$ cat config.mk
export PLATFORM = sky130hd
export DESIGN_NAME = dsp_post_adder
export DESIGN_NICKNAME = d
export VERILOG_FILES = /design/src/rtl/dsp48a1_pkg.sv /design/src/rtl/registered.sv /design/src/rtl/dsp_post_adder.sv
export SDC_FILE = /design/constraint.sdc
export NUM_CORES = 1
export LEC_CHECK = 0
export BUFFER_PORTS_ARGS = -buffer_cell sky130_fd_sc_hd__buf_4
export CAP_MARGIN = 10
export CORE_MARGIN = 2
export CORE_UTILIZATION = 61
export DETAILED_ROUTE_END_ITERATION = 12
export PLACE_DENSITY = 0.95
export SLEW_MARGIN = 20
export SYNTH_ARGS = -nofsm -noshare
export SYNTH_HDL_FRONTEND = slang
export SYNTH_SLANG_ARGS = --single-unit
$ cat constraint.sdc
create_clock -name clk -period 13.1 [get_ports clk]
set_clock_uncertainty 0.15 [all_clocks]
set_input_delay 1.965 -clock clk [delete_from_list [all_inputs] [get_ports clk]]
set_output_delay 1.965 -clock clk [all_outputs]
set_load 0.02 [all_outputs]
$ cat src/rtl/dsp48a1_pkg.sv
// Shared constants for the DSP48A1 datapath slices: opmode field positions
// and the X/Z operand select codes used by the post-adder.
package dsp48a1_pkg;

    localparam int OPMODE_W  = 8;

    localparam int OP_X_LSB  = 0;
    localparam int OP_Z_LSB  = 2;
    localparam int OP_CIN_EN = 5;
    localparam int OP_SUB    = 7;

    localparam logic [1:0] X_ZERO = 2'b00;
    localparam logic [1:0] X_M    = 2'b01;
    localparam logic [1:0] X_P    = 2'b10;
    localparam logic [1:0] X_DAB  = 2'b11;

    localparam logic [1:0] Z_ZERO = 2'b00;
    localparam logic [1:0] Z_PCIN = 2'b01;
    localparam logic [1:0] Z_P    = 2'b10;
    localparam logic [1:0] Z_C    = 2'b11;

endpackage

$ cat src/rtl/registered.sv
// Optional pipeline register with clock enable; REG=0 makes it a wire.
// RSTTYPE selects "SYNC" (active-high), "ASYNC" (active-high) or "ASYNC_N" (active-low).
module registered #(
    parameter int    INWIDTH = 18,
    parameter int    REG     = 1,
    parameter string RSTTYPE = "SYNC"
) (
    input  logic               clk,
    input  logic               rst,
    input  logic               ce,
    input  logic [INWIDTH-1:0] d,
    output logic [INWIDTH-1:0] q
);

    generate
        if (REG == 0) begin : g_bypass
            logic unused_ctrl;
            assign unused_ctrl = &{1'b0, clk, rst, ce};
            assign q = d;
        end else if (RSTTYPE == "ASYNC_N") begin : g_async_n
            always_ff @(posedge clk or negedge rst) begin
                if (!rst)    q <= '0;
                else if (ce) q <= d;
            end
        end else if (RSTTYPE == "ASYNC") begin : g_async
            always_ff @(posedge clk or posedge rst) begin
                if (rst)     q <= '0;
                else if (ce) q <= d;
            end
        end else begin : g_sync
            always_ff @(posedge clk) begin
                if (rst)     q <= '0;
                else if (ce) q <= d;
            end
        end
    endgenerate

endmodule

$ cat src/rtl/dsp_post_adder.sv
// DSP48A1 post-adder/accumulator: selects X and Z operands, adds or subtracts
// them with a gated carry-in, and drives P, its cascade copy and carry-out.
module dsp_post_adder
    import dsp48a1_pkg::*;
#(
    parameter int PREG        = 1,
    parameter int CARRYOUTREG = 1,
    parameter int OPMODEREG   = 1,
    parameter int WIDTH       = 48,
    parameter int MWIDTH      = 36
) (
    input  logic              clk,
    input  logic              rst_n,
    input  logic              ce_p,
    input  logic              ce_carry,
    input  logic              ce_opmode,
    input  logic [7:0]        opmode,
    input  logic [MWIDTH-1:0] m,
    input  logic [WIDTH-1:0]  dab,
    input  logic [WIDTH-1:0]  c,
    input  logic [WIDTH-1:0]  pcin,
    input  logic              cin,
    output logic [WIDTH-1:0]  p,
    output logic [WIDTH-1:0]  pcout,
    output logic              carryout,
    output logic              carryoutf
);

    logic [OPMODE_W-1:0] op_p0;
    logic [1:0]          xsel_p0;
    logic [1:0]          zsel_p0;
    logic [WIDTH-1:0]    x_p0;
    logic [WIDTH-1:0]    z_p0;
    logic [WIDTH-1:0]    p_fb;
    logic                ci_p0;
    logic                p_loop_p0;
    logic [WIDTH:0]      sum_p0;
    logic [WIDTH-1:0]    p_p1;
    logic                co_p1;
    logic                unused_op;

    // Opmode register realigns control with operands arriving one cycle later.
    registered #(.INWIDTH(OPMODE_W), .REG(OPMODEREG), .RSTTYPE("ASYNC_N")) u_opmode_reg (
        .clk (clk),
        .rst (rst_n),
        .ce  (ce_opmode),
        .d   (opmode),
        .q   (op_p0)
    );

    assign xsel_p0   = op_p0[OP_X_LSB +: 2];
    assign zsel_p0   = op_p0[OP_Z_LSB +: 2];
    assign ci_p0     = cin & op_p0[OP_CIN_EN];
    assign unused_op = &{1'b0, op_p0[4], op_p0[6]};

    // Feedback only ever comes from the P register; without it there is nothing to accumulate.
    assign p_fb      = (PREG != 0) ? p_p1 : '0;
    assign p_loop_p0 = (PREG == 0) && ((xsel_p0 == X_P) || (zsel_p0 == Z_P));

    always_comb begin
        x_p0 = '0;
        unique case (xsel_p0)
            X_ZERO:  x_p0 = '0;
            X_M:     x_p0 = {{(WIDTH-MWIDTH){1'b0}}, m};
            X_P:     x_p0 = p_fb;
            default: x_p0 = dab;
        endcase

        z_p0 = '0;
        unique case (zsel_p0)
            Z_ZERO:  z_p0 = '0;
            Z_PCIN:  z_p0 = pcin;
            Z_P:     z_p0 = p_fb;
            default: z_p0 = c;
        endcase

        // In subtract mode the top bit of the WIDTH+1 result is the borrow flag.
        if (op_p0[OP_SUB])
            sum_p0 = {1'b0, z_p0} - ({1'b0, x_p0} + {{WIDTH{1'b0}}, ci_p0});
        else
            sum_p0 = {1'b0, z_p0} + {1'b0, x_p0} + {{WIDTH{1'b0}}, ci_p0};

        if (p_loop_p0)
            sum_p0 = '0;
    end

    // Stage p0 -> p1: optional P and carry-out registers.
    registered #(.INWIDTH(WIDTH), .REG(PREG), .RSTTYPE("ASYNC_N")) u_p_reg (
        .clk (clk),
        .rst (rst_n),
        .ce  (ce_p),
        .d   (sum_p0[WIDTH-1:0]),
        .q   (p_p1)
    );

    registered #(.INWIDTH(1), .REG(CARRYOUTREG), .RSTTYPE("ASYNC_N")) u_carry_reg (
        .clk (clk),
        .rst (rst_n),
        .ce  (ce_carry),
        .d   (sum_p0[WIDTH]),
        .q   (co_p1)
    );

    assign p         = p_p1;
    assign pcout     = p_p1;
    assign carryout  = co_p1;
    assign carryoutf = co_p1;

endmodule

==> results of run 1 <==
worst paths after layout:
path | slack, ns | end | startpoint
setup / recovery | 6.86 | u_p_reg.q[42]$_DFFE_PN0P_ | dab[19]
hold / removal | 0.42 | u_opmode_reg.q[5]$_DFFE_PN0P_ | u_opmode_reg.q[5]$_DFFE_PN0P_
setup reg to reg | 7.16 | u_p_reg.q[42]$_DFFE_PN0P_ | u_opmode_reg.q[0]$_DFFE_PN0P_
hold reg to reg | 0.42 | u_opmode_reg.q[5]$_DFFE_PN0P_ | u_opmode_reg.q[5]$_DFFE_PN0P_
max in group asynchronous | 10.61 | u_opmode_reg.q[0]$_DFFE_PN0P_ | rst_n
min in group asynchronous | 1.59 | u_p_reg.q[8]$_DFFE_PN0P_ | rst_n
logic make-up after synthesis:
logic type | count (synthesis) | share of synthesized area [%]
flip-flops | 55 | 11.8
AND/OR/NAND/NOR | 387 | 16.1
adder cells (fa/ha/maj) | 143 | 15.6
XOR/XNOR | 76 | 5.73
multiplexers | 112 | 10.6
AO/OA/AOI/OAI | 510 | 30.0
buffers and inverters | 260 | 10.2
state kept, by name (all words and copies together) (netlist names):
register and flops:
u_opmode_reg.q 6, u_carry_reg.q 1, u_p_reg.q 48
layer usage:
layer  wire length [um]  vias up  part of all wire [%]  track usage (%)
met5                  0        -                     0                0
met4               1290        0                   3.0             13.4
met3               4910      111                    12             8.92
met2              18600      811                    44             63.2
met1              17700     6072                    42             55.7
li1                   -     5890                     -                -
power breakdown:
part,internal [mW],total [mW],switching [mW]
Sequential,0.246,0.371,0.125
Clock,0.0724,0.155,0.0827
Combinational,1.05,2.62,1.56
cell usage after synthesis, types with 15 or more instances:
master	number	share of area, %
o21ai_0	85	3.7
xor2_1	34	2.6
a31oi_1	19	1.0
a21o_1	44	2.8
a22o_1	84	6.3
mux2_2	84	8.1
dfrtp_1	55	12
nor2_1	97	3.1
o21bai_1	15	0.97
nor2b_1	23	1.2
clkbuf_1	73	2.4
xnor2_1	42	3.2
and3_1	18	0.97
inv_1	118	3.8
nand3_1	23	0.99
mux2i_1	28	2.4
nand4_1	27	1.5
ha_1	138	15
a21oi_1	136	5.9
nor3_1	26	1.1
o21a_1	19	1.2
buf_4	49	3.2
nand2_1	117	3.8
metrics by stage:
| step | total power [mW] | instance area [um2] | instances | utilization (%) | worst slack [ns] |
|---|---|---|---|---|---|
| after CTS | 3.07 | 13600 | 1941 | 72.6 | 7.06 |
| after global routing | 3.36 | 13600 | 1941 | 72.6 | 6.70 |
| final | 3.14 | 13600 | 1942 | 72.6 | 6.86 |
| after floorplan | 2.22 | 11600 | 1543 | - | 7.81 |
| after global placement | 2.85 | 13400 | 1933 | 71.8 | 6.77 |
| after detailed placement | 2.90 | 13400 | 1933 | 71.8 | 6.72 |
cell usage in the layout (no fill, tap or decap), types with 21 or more instances in the layout:
master / count
a22o_1: 84
ha_1: 138
a21o_1: 44
nand4_1: 27
o21ai_0: 85
xor2_1: 34
a21oi_1: 136
inv_1: 118
nor2b_1: 21
nand2_1: 117
mux2i_1: 28
mux2_2: 84
nor2_1: 97
xnor2_1: 42
nand3_1: 23
dfrtp_1: 52
buf_4: 298
nor3_1: 26
cell type report:
| type | instances | area [um2] |
|---|---|---|
| Inverter | 118 | 443 |
| Multi-Input combinational cell | 1228 | 9070 |
| Fill cell | 1478 | 5130 |
| Clock buffer | 5 | 125 |
| Antenna cell | 1 | 2.50 |
| Clock inverter | 3 | 25.0 |
| Timing Repair Buffer | 298 | 2240 |
| Tap cell | 234 | 293 |
| Sequential cell | 55 | 1380 |
==> qor.yml, run 1 <==
status: "finished, final reports clean"
synth_warnings: 0
synthArstFlopShare_pct: 100
tritoncts: "done"
slew_headroom_pct: 20.8
critPathMaxStageDelay_ns: 0.59
routed_wl_um: 42400
syn_inst: 1543
peakVddDrop_v: 0.000130
syn_to_final_growth_pct: 16.9
dp_hpwl_um: 32900
dieWidth_um: 142
initial_core_util_pct: 62.1
max_slew.worst_pin.slew_ns: 1.18
path_class: "input port to flip-flop"
portBuffers: 289
holdCritPathClass: "flip-flop to flip-flop"
place.gp.congestion: 1.00
antenna_found_initial: 0
cp-end-kind: "flip-flop"
grt_pass1_vias: 12057
clk_pin_slew_ns: 0.09
drive_gt1_share_pct: 24.1
grt_usage_pct: 40.6
hold_violations: 0
cp.required_ns: 13.11
critPathTopFamily: "compound AO/OA/AOI/OAI gates"
hold_slack_ns: 0.416
ant_nets: 0
setup_viol: 0
synth-seq-cells: 55
fin_nets: 2042
clock_path_buffers: 2
ys_types: 77
drc: 0
synth_edf_count: 0
power.density_nw_per_um2: 232
period_needed_ns: 6.24
grt_max_degree: 56
worstPathMaxFanout: 7
period_share_pct: 47.7
drtIter0Drc: 1357
seq_area_frac_synth_pct: 11.8
syn-cell-area_um2: 11600
post_cts_buffers: 0
max_clock_freq_ghz: 0.160
post_synth.cell_area_avg_um2: 7.53
min_path_cells: 1
cts_made_buffers: 5
rsz0062_at_grt: "false"
clock_latency_ns: 0.32
rows: 50
cp.buffers_inverters: 1
synth_nets: 1879
cts_resized: 0
routedWlPerCell_um: 21.8
power_leakage_nw: 6.47
grt_pass1_wl_um: 64200
crit_path_cell_trace: "buf_4, mux2_2, a22o_1, ha_1, ha_1, nand2_1, o21ai_0, nor3_1, a31o_2, a31oi_1, a21oi_1, and4b_1, nor3_1, o221ai_1"
drv_slew: 0
dieArea_um2: 20200
grt_overflow: 0
start_kind: "input port"
avgViaCountPerCell: 6.63
clock-sinks: 55
path_depth: 14
core_area_um2: 18700
ioPinCount: 292
ctsHoldBuffers: 0
ys.flop_type: "dfrtp_1"
clock_tree.root_cell: "clkbuf_16"
max_cap_viol_count: 0
timing.setup.tns_ns: 0
dr.pass1.iters: 7
via_count: 12884
die_h_um: 142
ff2ff_path_depth: 14
crit_slowest_cell: "a31oi_1"
critPathArrivalTime_ns: 6.25
h-tree-depth: 2
No activity file was read; power rests on OpenSTA's default activity.
==> inputs of run 2 (changes only) <==
--- a/config.mk
+++ b/config.mk
@@ -8,9 +8,9 @@
 export BUFFER_PORTS_ARGS = -buffer_cell sky130_fd_sc_hd__buf_4
 export CAP_MARGIN = 10
 export CORE_MARGIN = 2
-export CORE_UTILIZATION = 61
+export CORE_UTILIZATION = 51
 export DETAILED_ROUTE_END_ITERATION = 12
-export PLACE_DENSITY = 0.95
+export PLACE_DENSITY = 0.86
 export SLEW_MARGIN = 20
 export SYNTH_ARGS = -nofsm -noshare
 export SYNTH_HDL_FRONTEND = slang
==> constraint.sdc (replaced) <==
create_clock -name clk -period 5.53 [get_ports clk]
set_clock_uncertainty 0.15 [all_clocks]
set_input_delay 0.8295 -clock clk [delete_from_list [all_inputs] [get_ports clk]]
set_output_delay 0.8295 -clock clk [all_outputs]
set_load 0.02 [all_outputs]
==> run 2 against run 1 <==
Clock-buffer cell count unchanged. Worst setup slack worse by 6.5 ns. Cell count up 4.1%. Largest cell class unchanged.
==> qor.yml, run 2 (synthesized netlist as in run 1, its figures left out) <==
largest-register: "u_p_reg.q"
ff2ff_path_depth: 16
critPathTopFamily: "compound AO/OA/AOI/OAI gates"
crit_slowest_cell: "dfrtp_2"
fin_nets: 2071
portBuffers: 289
period_share_pct: 93.9
ctsHoldBuffers: 0
cp.buffers_inverters: 2
grt_pass1_vias: 12220
worstPathMaxFanout: 32
critPathArrivalTime_ns: 5.26
cp.required_ns: 5.60
start_kind: "flip-flop"
grt_usage_pct: 34.4
cts_made_buffers: 5
status: "finished, final reports clean"
dr.pass1.iters: 5
die_h_um: 155
drc: 0
h-tree-depth: 2
max_slew.worst_pin.slew_ns: 0.866
dieArea_um2: 24000
antenna_cells: 0
grt_overflow: 0
path_class: "flip-flop to flip-flop"
rsz0062_at_grt: "false"
share_comb_of_total_power_pct: 83.3
path_depth: 16
peakVddDrop_v: 0.000297
routedWlPerCell_um: 21.0
power.density_nw_per_um2: 542
place.gp.congestion: 1.00
syn_to_final_growth_pct: 19.5
post_cts_buffers: 0
cp-end-kind: "flip-flop"
intPower_mw: 3.35
pwr-share-clk_pct: 5.1
setup_viol: 0
largest_reg_flops: 48
grt_pass1_wl_um: 65900
hold_violations: 0
via_count: 12742
clock_tree.root_cell: "clkbuf_16"
dieWidth_um: 155
power_leakage_nw: 6.63
clock-sinks: 55
drive_gt1_share_pct: 25.3
avgViaCountPerCell: 6.30
layout_commonest_cell: "buf_4"
reg.largest.list: "u_p_reg.q x48, u_opmode_reg.q x6, u_carry_reg.q x1"
max_clock_freq_ghz: 0.193
core_area_um2: 22500
sequentialPowerShare_pct: 11.6
p_sw_share_pct: 55.5
clk_pin_slew_ns: 0.09
ioPinCount: 292
ant_nets: 0
p_total_mw: 7.52
rrSetupSlack_ns: 0.34
holdCritPathClass: "flip-flop to flip-flop"
drtIter0Drc: 989
clock_path_buffers: 2
tritoncts: "done"
slew_headroom_pct: 42.2
antenna_found_initial: 0
routed_wl_um: 42500
min_path_cells: 1
rows: 55
switching_power_mw: 4.18
cts_resized: 0
period_needed_ns: 5.19
layout_common_cells: "buf_4 (325), ha_1 (138), a21oi_1 (136), inv_1 (118), nand2_1 (117)"
crit_path_cell_trace: "buf_4, mux2i_1, nor2_1, a21oi_1, fa_1, inv_1, fa_1, a211oi_1, nor2_1, a41oi_1, o211ai_2, o21ai_2, o21ai_0, a211oi_1, xor2_1, o21ai_0"
clock_latency_ns: 0.32
grt_max_degree: 56
timing.setup.tns_ns: 0
initial_core_util_pct: 51.6
dp_hpwl_um: 34200
critPathMaxStageDelay_ns: 0.67
drv_slew: 0
max_cap_viol_count: 0
fillCellCount: 2040
==> run 2: cell count changes in the layout (fill, tap and decap cells not counted) <==
cell,previous run,this run
clkinv_4,2,0
buf_4,298,325
clkinvlp_4,1,0
inv_6,0,2
clkinv_8,0,1
diode_2,1,0
buf_12,0,2
==> run 2: power by group through the flow <==
stage               combinational [mW]  clock [mW]  sequential [mW]
floorplan                         4.28           0            0.983
CTS                               6.15       0.383            0.867
finish                            6.27       0.382            0.871
detailed placement                6.11           0            0.870
global route                      6.78       0.395            0.900
global placement                  6.05           0            0.858
==> run 2: final timing paths <==
check                                               from                             to
setup / recovery           u_opmode_reg.q[2]$_DFFE_PN0P_      u_p_reg.q[46]$_DFFE_PN0P_
hold / removal             u_opmode_reg.q[5]$_DFFE_PN0P_  u_opmode_reg.q[5]$_DFFE_PN0P_
setup reg to reg           u_opmode_reg.q[2]$_DFFE_PN0P_      u_p_reg.q[46]$_DFFE_PN0P_
hold reg to reg            u_opmode_reg.q[5]$_DFFE_PN0P_  u_opmode_reg.q[5]$_DFFE_PN0P_
max in group asynchronous                          rst_n  u_opmode_reg.q[3]$_DFFE_PN0P_
min in group asynchronous                          rst_n      u_p_reg.q[10]$_DFFE_PN0P_
==> run 2: layer usage <==
metal	part of all wire, %	track usage, %	wire (um)
met2	46	56.4	19400
met3	10	5.91	4340
met4	2.4	8.60	1010
met1	42	47.2	17700
met5	0	0	0
==> run 2: worst register-to-register path, cell delays in order (launching register included) <==
cell and delay [ns]:
dfrtp_2 0.67, buf_4 0.48, mux2i_1 0.27, nor2_1 0.07, a21oi_1 0.18, fa_1 0.24
inv_1 0.07, fa_1 0.45, a211oi_1 0.27, nor2_1 0.12, a41oi_1 0.40, o211ai_2 0.24
o21ai_2 0.32, o21ai_0 0.37, a211oi_1 0.42, xor2_1 0.12, o21ai_0 0.26
==> run 2: final cells by class <==
| class | instances | area [um2] | area share, % |
|---|---|---|---|
| clock buffers | 5 | 125 | 0.901 |
| repair buffers | 327 | 2480 | 17.9 |
| inverters | 118 | 443 | 3.19 |
| multi-input cells | 1228 | 9070 | 65.3 |
| flip-flops and latches | 55 | 1380 | 9.94 |
| clock inverters | 3 | 33.8 | 0.243 |
| well taps | 285 | 357 | 2.57 |
==> run 2: stage by stage <==
stage / cell area [um2] / std cells / setup WS [ns] / util [%] / hold WS, ns
global placement: 13700 / 2013 / 0.580 / 61.0 / 0.341
floorplan: 11600 / 1543 / 1.19 / - / 0.331
global route: 13900 / 2021 / 0.0391 / 61.7 / 0.408
CTS: 13900 / 2021 / 0.420 / 61.7 / 0.376
finish: 13900 / 2021 / 0.339 / 61.7 / 0.394
detailed placement: 13700 / 2013 / 0.479 / 61.0 / 0.354
